### src/rtl/spi_master_wb_pkg.sv
// Shared definitions for the angle-sensor SPI master: register offsets, CTRL/STATUS layout, FSM states.
package spi_master_wb_pkg;

    localparam logic [1:0] OFFSET_SPI_CTRL   = 2'b00;
    localparam logic [1:0] OFFSET_SPI_DATA   = 2'b01;
    localparam logic [1:0] OFFSET_SPI_STATUS = 2'b10;

    localparam int unsigned STAT_BUSY = 0;
    localparam int unsigned STAT_DONE = 1;
    localparam int unsigned STAT_OVR  = 2;

    typedef struct packed {
        logic       ss;
        logic       ie;
        logic       lsb;
        logic       ass;
        logic       tx_neg;
        logic       rx_neg;
        logic [1:0] rsvd;
        logic [2:0] div;
        logic [4:0] len;
    } ctrl_t;

    // Subset of CTRL frozen for the duration of one transfer
    typedef struct packed {
        logic       lsb;
        logic       ass;
        logic       tx_neg;
        logic       rx_neg;
        logic [2:0] div;
        logic [4:0] len;
    } shadow_t;

    typedef enum logic [1:0] {
        ST_IDLE  = 2'd0,
        ST_SETUP = 2'd1,
        ST_SHIFT = 2'd2,
        ST_HOLD  = 2'd3
    } state_t;

    function automatic logic [4:0] eff_len(input logic [4:0] len);
        return (len == 5'd0 || len > 5'd16) ? 5'd16 : len;
    endfunction

endpackage

### src/rtl/spi_clkgen.sv
// SPI half-period timer: counts DIV+1 clocks per half period and drives sclk with edge strobes.
module spi_clkgen (
    input  logic       clk64_i,
    input  logic       rst_i,
    input  logic       en_i,
    input  logic       toggle_en_i,
    input  logic [2:0] div_i,
    output logic       tick_c_o,
    output logic       rise_c_o,
    output logic       fall_c_o,
    output logic       sclk_o
);

    logic [2:0] cnt_q, cnt_d;
    logic       sclk_q, sclk_d;

    assign tick_c_o = en_i && (cnt_q == div_i);
    assign rise_c_o = tick_c_o && toggle_en_i && !sclk_q;
    assign fall_c_o = tick_c_o && toggle_en_i && sclk_q;
    assign sclk_o   = sclk_q;

    always_comb begin
        cnt_d  = cnt_q;
        sclk_d = sclk_q;
        if (!en_i || tick_c_o) cnt_d = 3'd0;
        else                   cnt_d = cnt_q + 3'd1;
        // sclk is forced low outside SHIFT so it always parks idle-low
        if (!toggle_en_i)      sclk_d = 1'b0;
        else if (tick_c_o)     sclk_d = ~sclk_q;
    end

    always_ff @(posedge clk64_i) begin
        if (rst_i) begin
            cnt_q  <= 3'd0;
            sclk_q <= 1'b0;
        end else begin
            cnt_q  <= cnt_d;
            sclk_q <= sclk_d;
        end
    end

endmodule

### src/rtl/spi_master_wb.sv
// Register-mapped SPI master for the angle-sensor ADC: CTRL/DATA/STATUS registers, transfer FSM, shifter, irq.
module spi_master_wb
    import spi_master_wb_pkg::*;
#(
    parameter int unsigned    DW       = 16,
    parameter logic [DW-1:0]  CTRL_RST = '0
) (
    input  logic          clk64_i,
    input  logic          rst_i,
    input  logic          cyc_i,
    input  logic          stb_i,
    input  logic          we_i,
    input  logic [1:0]    adr_i,
    input  logic [DW-1:0] dat_i,
    output logic [DW-1:0] dat_o,
    output logic          ack_o,
    output logic          irq_o,
    output logic          sclk_o,
    output logic          mosi_o,
    input  logic          miso_i,
    output logic          ss_n_o
);

    state_t        state_q, state_d;
    ctrl_t         ctrl_q, ctrl_d;
    shadow_t       sh_q, sh_d;
    logic [DW-1:0] tx_q, tx_d, rxs_q, rxs_d, rx_q, rx_d, dat_q, dat_d;
    logic [5:0]    edge_q, edge_d;
    logic          done_q, done_d, ovr_q, ovr_d, ack_q, ack_d, irq_q, irq_d;
    logic          mosi_q, mosi_d, ss_n_q, ss_n_d;

    logic          tick, rise, fall;
    logic          access, wr, rd, done_set, last_edge, tx_edge, rx_edge;
    logic [4:0]    len_cur, len_new;
    logic [DW-1:0] tx_load, status;

    spi_clkgen u_clkgen (
        .clk64_i     (clk64_i),
        .rst_i       (rst_i),
        .en_i        (state_q != ST_IDLE),
        .toggle_en_i (state_q == ST_SHIFT),
        .div_i       (sh_q.div),
        .tick_c_o    (tick),
        .rise_c_o    (rise),
        .fall_c_o    (fall),
        .sclk_o      (sclk_o)
    );

    always_comb begin
        state_d  = state_q;
        ctrl_d   = ctrl_q;
        sh_d     = sh_q;
        tx_d     = tx_q;
        rxs_d    = rxs_q;
        rx_d     = rx_q;
        dat_d    = dat_q;
        edge_d   = edge_q;
        done_d   = done_q;
        ovr_d    = ovr_q;
        mosi_d   = mosi_q;
        done_set = 1'b0;

        access    = cyc_i & stb_i;
        wr        = access & we_i;
        rd        = access & ~we_i;
        ack_d     = access;
        len_cur   = eff_len(sh_q.len);
        len_new   = eff_len(ctrl_q.len);
        last_edge = (edge_q == ({len_cur, 1'b0} - 6'd1));
        tx_edge   = sh_q.tx_neg ? fall : rise;
        rx_edge   = sh_q.rx_neg ? fall : rise;
        // MSB-first words are pre-aligned so the first bit sits at the top
        tx_load   = ctrl_q.lsb ? dat_i : (dat_i << (5'd16 - len_new));

        status           = '0;
        status[STAT_BUSY] = (state_q != ST_IDLE);
        status[STAT_DONE] = done_q;
        status[STAT_OVR]  = ovr_q;

        if (rd) begin
            case (adr_i)
                OFFSET_SPI_CTRL:   dat_d = DW'(ctrl_q);
                OFFSET_SPI_DATA:   begin dat_d = rx_q;   done_d = 1'b0; end
                OFFSET_SPI_STATUS: begin dat_d = status; ovr_d  = 1'b0; end
                default:           dat_d = '0;
            endcase
        end

        if (wr && adr_i == OFFSET_SPI_CTRL) begin
            ctrl_d      = ctrl_t'(dat_i);
            ctrl_d.rsvd = 2'b00;
        end

        case (state_q)
            ST_IDLE: begin
                if (wr && adr_i == OFFSET_SPI_DATA) begin
                    state_d     = ST_SETUP;
                    done_d      = 1'b0;
                    sh_d.lsb    = ctrl_q.lsb;
                    sh_d.ass    = ctrl_q.ass;
                    sh_d.tx_neg = ctrl_q.tx_neg;
                    sh_d.rx_neg = ctrl_q.rx_neg;
                    sh_d.div    = ctrl_q.div;
                    sh_d.len    = ctrl_q.len;
                    tx_d        = tx_load;
                    rxs_d       = '0;
                    edge_d      = 6'd0;
                    mosi_d      = ctrl_q.lsb ? tx_load[0] : tx_load[DW-1];
                end
            end
            ST_SETUP: begin
                if (tick) state_d = ST_SHIFT;
            end
            ST_SHIFT: begin
                if (tx_edge && !last_edge) begin
                    tx_d   = sh_q.lsb ? (tx_q >> 1) : (tx_q << 1);
                    mosi_d = sh_q.lsb ? tx_d[0] : tx_d[DW-1];
                end
                if (rx_edge) rxs_d = sh_q.lsb ? {miso_i, rxs_q[DW-1:1]} : {rxs_q[DW-2:0], miso_i};
                if (tick) begin
                    edge_d = edge_q + 6'd1;
                    if (last_edge) state_d = ST_HOLD;
                end
            end
            ST_HOLD: begin
                if (tick) begin
                    state_d  = ST_IDLE;
                    rx_d     = sh_q.lsb ? (rxs_q >> (5'd16 - len_cur)) : rxs_q;
                    done_d   = 1'b1;
                    done_set = 1'b1;
                end
            end
            default: state_d = ST_IDLE;
        endcase

        if (wr && adr_i == OFFSET_SPI_DATA && state_q != ST_IDLE) ovr_d = 1'b1;

        // A read clearing DONE takes effect on irq one cycle after its ack; a set is seen immediately
        irq_d = (done_q | done_set) & ctrl_q.ie;

        if (state_d != ST_IDLE) ss_n_d = sh_d.ass ? 1'b0 : ~ctrl_d.ss;
        else                    ss_n_d = ctrl_d.ass ? 1'b1 : ~ctrl_d.ss;
    end

    always_ff @(posedge clk64_i) begin
        if (rst_i) begin
            state_q <= ST_IDLE;
            ctrl_q  <= ctrl_t'(CTRL_RST);
            sh_q    <= '0;
            tx_q    <= '0;
            rxs_q   <= '0;
            rx_q    <= '0;
            dat_q   <= '0;
            edge_q  <= 6'd0;
            done_q  <= 1'b0;
            ovr_q   <= 1'b0;
            ack_q   <= 1'b0;
            irq_q   <= 1'b0;
            mosi_q  <= 1'b0;
            ss_n_q  <= 1'b1;
        end else begin
            state_q <= state_d;
            ctrl_q  <= ctrl_d;
            sh_q    <= sh_d;
            tx_q    <= tx_d;
            rxs_q   <= rxs_d;
            rx_q    <= rx_d;
            dat_q   <= dat_d;
            edge_q  <= edge_d;
            done_q  <= done_d;
            ovr_q   <= ovr_d;
            ack_q   <= ack_d;
            irq_q   <= irq_d;
            mosi_q  <= mosi_d;
            ss_n_q  <= ss_n_d;
        end
    end

    assign dat_o  = dat_q;
    assign ack_o  = ack_q;
    assign irq_o  = irq_q;
    assign mosi_o = mosi_q;
    assign ss_n_o = ss_n_q;

endmodule
### config.mk
export PLATFORM = sky130hd
export DESIGN_NAME = spi_master_wb
export DESIGN_NICKNAME = d
export VERILOG_FILES = /design/src/rtl/spi_master_wb_pkg.sv /design/src/rtl/spi_clkgen.sv /design/src/rtl/spi_master_wb.sv
export SDC_FILE = /design/constraint.sdc
export NUM_CORES = 1
export LEC_CHECK = 0
export BUFFER_PORTS_ARGS = -buffer_cell sky130_fd_sc_hd__clkbuf_2
export CORE_AREA = 2 2 115 117
export DETAILED_ROUTE_END_ITERATION = 10
export DIE_AREA = 0 0 117 119
export HOLD_SLACK_MARGIN = 0.05
export PLACE_DENSITY = 0.76
export SLEW_MARGIN = 20
export SYNTH_ARGS = -nofsm -noshare
export SYNTH_HDL_FRONTEND = slang
export SYNTH_HIERARCHICAL = 1
export SYNTH_SLANG_ARGS = --single-unit
### constraint.sdc
create_clock -name clk64_i -period 8.4 [get_ports clk64_i]
set_input_delay 0.84 -clock clk64_i [delete_from_list [all_inputs] [get_ports clk64_i]]
set_output_delay 0.84 -clock clk64_i [all_outputs]
set_load 0.01 [all_outputs]
==> Word-level counts from Yosys, hierarchy flattened <==
Index checks and enable logic that the tools add are counted.
{ "totals": {"register_bits": 108, "output_inout_bits": 21, "wordCells": 133, "input_bits": 24} }
{ "op_classes": {"n_shift": 2, "addsub": 5, "n_reduce_logical": 31, "n_lt_le_gt_ge": 2, "n_mux": 45, "bitwise": 9, "n_eq_ne": 11} }
{ "op_table": {"columns": ["cell", "n"], "rows": [
  ["$mux 16", 9],
  ["$pmux 16 s2", 2],
  ["$pmux 16 s3", 1],
  ["$mux 11", 2],
  ["$mux 1", 18],
  ["$shl 16x5->16", 1],
  ["$shr 16x5->16", 1],
  ["$mux 6", 2],
  ["$pmux 6 s2", 1],
  ["$gt 5x5->1 const B", 2],
  ["$logic_not 5->1", 2],
  ["$mux 2", 5],
  ["$mux 5", 2],
  ["$reduce_bool 2->1", 5],
  ["$sub 5x5->5 const A", 2],
  ["$reduce_and 3->1", 3],
  ["$logic_and 1x1->1", 8],
  ["$ne 2x2->1 const B", 4],
  ["$pmux 2 s4", 1],
  ["$add 6x1->6 const B", 1],
  ["$eq 2x2->1 const B", 3],
  ["$eq 6x6->1", 1],
  ["$reduce_and 2->1", 3],
  ["$sub 6x1->6 const B", 1],
  ["other kinds (11)", 25]
]} }

==> Depth between registers and ports, before layout <==
{ "depth": {"ltp_word": 10, "mapped_depth": 15, "depth_no_buf": 12} }

==> By module <==
The synthesis kept the hierarchy.
{ "by_module_without_submodules": {"columns": ["module", "area_per_inst_um2", "seq_area_each_um2", "n_inst", "cells_each"], "rows": [
  ["spi_master_wb", 6600.1, 2082.0, 1, 781],
  ["spi_clkgen", 222.7, 80.1, 1, 22]
]} }

==> Worst setup path after synthesis <==
OpenSTA, ideal clock, no wires.
{ "synth_path": {"kind": "flip-flop to flip-flop", "from": "reg sh_q[0] (netlist bit)", "to": "reg tx_q[9]", "path_slack_ps": 5081, "path_buffers": 3, "period_less_slack_ps": 3319, "t_required_ps": 8284, "setup_ps": 116, "arrival_ps": 3203, "stages_incl_launch_ff": 16, "cell_sequence": "dfxtp_1 > nor4_1 > inv_1 > ha_1 > nor2b_2 > buf_6 > inv_1 > ha_1 > xor2_1 > nand2_1 > a2111oi_4 > a211oi_4 > or2_1 > buf_6 > buf_6 > a31o_1"} }
{ "synth_between": {"elab_chain_cells": 9, "elab_cells_between_ends": 10, "cone_classes": "1 x add/sub; 1 x order compare; 2 x eq/ne; 1 x mux; 5 x reduce/logical"} }
{ "synth_rtl": {"columns": ["item", "line", "rtl"], "rows": [
  ["start, declared", "spi_master_wb.sv:26", "shadow_t sh_q, sh_d;"],
  ["start signal, assigned", "spi_master_wb.sv:149", "sh_q <= '0;"],
  ["start signal, assigned", "spi_master_wb.sv:164", "sh_q <= sh_d;"],
  ["$gt 5x5->1 or $logic_not 5->1 (tied branches)", "spi_master_wb_pkg.sv:42", "return (len == 5'd0 || len > 5'd16) ? 5'd16 : len;"],
  ["$logic_or 1x1->1", "spi_master_wb_pkg.sv:42", null],
  ["$mux 5 *", "spi_master_wb_pkg.sv:42", null],
  ["$sub 6x1->6 *", "spi_master_wb.sv:69", "last_edge = (edge_q == ({len_cur, 1'b0} - 6'd1));"],
  ["$eq 6x6->1 *", "spi_master_wb.sv:69", null],
  ["$logic_not 1->1 *", "spi_master_wb.sv:115", "if (tx_edge && !last_edge) begin"],
  ["$logic_and 1x1->1 *", "spi_master_wb.sv:115", null],
  ["$ne 2x2->1 (no line) *", null, null],
  ["$reduce_and 3->1 (no line) *", null, null],
  ["end signal, assigned", "spi_master_wb.sv:165", "tx_q <= tx_d;"],
  ["end, declared", "spi_master_wb.sv:27", "logic [DW-1:0] tx_q, tx_d, rxs_q, rxs_d, rx_q, rx_d, dat_q, dat_d;"]
]} }
Every way passes the cells marked *; elsewhere a longest branch is shown, timed or not.
A chain may end at the register's enable or synchronous reset.

==> Worst setup path after layout <==
{ "layout_path": {"from": "reg sh_q[0] (netlist bit)", "to": "reg tx_q[15]"} }
Same word-level chain as after synthesis.

==> flow_summary.json <==
{
  "routedWlPerCell_um": 18.7,
  "drt_iter0_markers": 602,
  "critPathRequiredTime_ns": 8.61,
  "synth.area.top_cells": "dfxtp_1 32%, mux2i_1 12%, a21oi_1 5.4%, mux4_2 5.3%, nand2_1 4.6%",
  "power_per_cell_area_nw_per_um2": 152,
  "synthesis.nets": 838,
  "synth_top_area_share": 0.317,
  "status": "finished clean",
  "fin_crit_sh": 0.554,
  "cts-resized-gates": 0,
  "dp_cells": 967,
  "root_buffer": "clkbuf_16",
  "synth_xor_area_frac": 0.0281,
  "slew_violations": 0,
  "numCtsBuffers": 9,
  "cts_max_path_buffers": 2,
  "synth_compound_area_frac": 0.190,
  "setup_viol": 0,
  "ys_ff_latch": 108,
  "cts-htree-levels": 3,
  "yosys.area_share.simple": 0.185,
  "tritoncts": "built",
  "synth_edf_count": 0,
  "ant_nets": 0,
  "layout-area-overhead-vs-synth_pct": 7.35,
  "grt_pass1_vias": 5743,
  "cts_setup_buffers": 0,
  "drive_gt1_frac": 0.145,
  "period_minus_slack_ns": 4.66,
  "ys.flop_type": "dfxtp_1",
  "grt_pass1_wl_mm": 29.3,
  "synthAdderAreaFrac": 0.0202,
  "slew_headroom": 0.312,
  "maxCapViolCount": 0,
  "die-area_um2": 13900,
  "synthMuxAreaShare": 0.201,
  "holdCritPathClass": "reg -> reg",
  "final_area_um2": 7320,
  "async_flop_share": 0,
  "rsz0062_at_grt": "no",
  "clk_latency_ns": 0.36,
  "ys_seq_area_frac": 0.317,
  "ys_warn_count": 6,
  "drt_wl_total_mm": 18.4,
  "io_pins": 45,
  "dr.pass1.iters": 6,
  "rows": 42,
  "synth_top_family_by_area": "multiplexers",
  "crit_fanout": 19,
  "cts_sinks": 108,
  "synthCells": 803,
  "core_um2": 12900,
  "yosys.cell_types.count": 76,
  "clk_pin_slew_ns": 0.08,
  "startpoint_type": "flop",
  "drc": 0,
  "crit_arrival_ns": 4.87,
  "critPathCaptureType": "flop",
  "syn-cell-area_um2": 6820,
  "ir_drop_mv": 0.0877,
  "grt_antenna_before_repair": 0,
  "timing_worst_setup_path_type": "reg -> reg",
  "stdcell_count": 983,
  "io_buffers": 44,
  "yosysMostFrequentCell": "dfxtp_1",
  "tightest_slew_ns": 1.03,
  "yosys-top-cells-count": "108 x dfxtp_1, 84 x nand2_1, 82 x nor2_1",
  "grt_usage": 0.270,
  "fmax_mhz": 215,
  "initial_core_util": 0.530,
  "grt_max_degree": 57,
  "p_leak_nw": 2.92,
  "overflow": 0,
  "dieHeight_um": 119,
  "yosys.area.top_type": "dfxtp_1",
  "place_area_um2": 7000,
  "nets": 837,
  "n_antenna_cell": 0,
  "skew_ns": 0.00842,
  "finalSetupTns_ns": 0,
  "finalHoldViolCount": 0,
  "gp_congestion": 0.945,
  "dr_total_vias": 6139,
  "die_w_um": 117,
  "detail_route.vias_per_cell": 6.25,
  "synth.avg_cell_area_um2": 8.50,
  "place_hpwl_mm": 12.7,
  "ctsHoldBuffers": 0
}
==> worst max-delay path: stages, from the launching register on <==
cell and delay [ns]:
dfxtp_1 0.35, nor4_1 0.50, inv_1 0.09, ha_1 0.40, nor2b_4 0.57, inv_1 0.22, ha_1 0.66, xor2_1 0.12
nand2_1 0.13, a2111oi_4 0.06, a211oi_4 0.60, or2_1 0.61, a311oi_1 0.18
==> through the flow <==
stage	utilization	setup WS (ns)	total power [mW]	hold slack, ns
after floorplan	-	5.08	0.637	0.428
after global routing	0.569	3.40	1.15	0.476
after CTS	0.568	3.45	1.11	0.454
final	0.569	3.74	1.11	0.453
after detailed placement	0.544	3.46	0.674	0.444
after global placement	0.544	3.65	0.673	0.438
==> layout by cell type, fill, tap and decap left out, types with 4 or more instances in the layout <==
master,n
buf_4,6
nor2b_1,5
dfxtp_1,108
xnor2_1,5
a211oi_1,10
mux4_2,16
o21ai_0,36
o22ai_1,7
nand2_1,84
or3_1,6
nor2_1,82
clkbuf_16,9
clkbuf_2,43
o32ai_2,5
nand3_1,24
a31oi_1,11
o31ai_1,6
inv_1,22
mux2_2,15
o211ai_1,4
and3_1,5
nor3_1,36
ha_1,11
nand2b_1,6
a311oi_1,5
a21oi_1,73
xor2_1,9
mux2i_1,79
==> area by class of cell <==
cell class                      instances  area, um^2
Fill cell                            1199        5550
Clock inverter                          6        70.1
Clock buffer                           10         239
Multi-Input combinational cell        609        4280
Timing Repair Buffer                   50         265
Sequential cell                       108        2160
Inverter                               24        90.1
Tap cell                              176         220
==> registers in the layout, summed over array words and instances, names as in the netlist <==
| name | flops |
|---|---|
| ss_n_o | 1 |
| ovr_q | 1 |
| rx_q | 16 |
| dat_o | 16 |
| mosi_o | 1 |
| tx_q | 16 |
| ctrl_q | 14 |
| irq_o | 1 |
| done_q | 1 |
| state_q | 2 |
| ack_o | 1 |
| u_clkgen/cnt_q | 3 |
| u_clkgen/sclk_o | 1 |
| edge_q | 6 |
| rxs_q | 16 |
| sh_q | 12 |
==> where the power goes <==
part / switching, mW / leakage [nW] / total (mW) / internal [mW]
registers: 0.00528 / 0.871 / 0.522 / 0.517
clock network: 0.203 / 0.154 / 0.446 / 0.243
logic: 0.0944 / 1.90 / 0.144 / 0.0494
total: 0.303 / 2.92 / 1.11 / 0.809
==> per-layer routing <==
layer,track usage,share of wire,vias to the layer above
li1,-,-,2910
met1,0.358,0.42,2948
met2,0.426,0.48,235
met3,0.0646,0.070,46
met4,0.0978,0.030,0
met5,0,0,-
==> final timing paths <==
kind                              start                     to  cells past startpoint  slack (ns)
setup / recovery   sh_q[0]$_SDFFE_PP0P_  tx_q[15]$_SDFFE_PP0P_                     12        3.74
hold / removal    dat_o[9]$_SDFFE_PP0P_  dat_o[9]$_SDFFE_PP0P_                      2        0.45
setup reg to reg   sh_q[0]$_SDFFE_PP0P_  tx_q[15]$_SDFFE_PP0P_                     12        3.74
hold reg to reg   dat_o[9]$_SDFFE_PP0P_  dat_o[9]$_SDFFE_PP0P_                      2        0.45
==> kinds of logic after synthesis <==
group,after synthesis
and+or+nand+nor,272
AOI/OAI and AO/OA,196
muxes,112
DFF,108
buffers and inverters,86
xor gates and xnor gates,18
adders and majority gates,11
(Power assumes the default switching activity.)
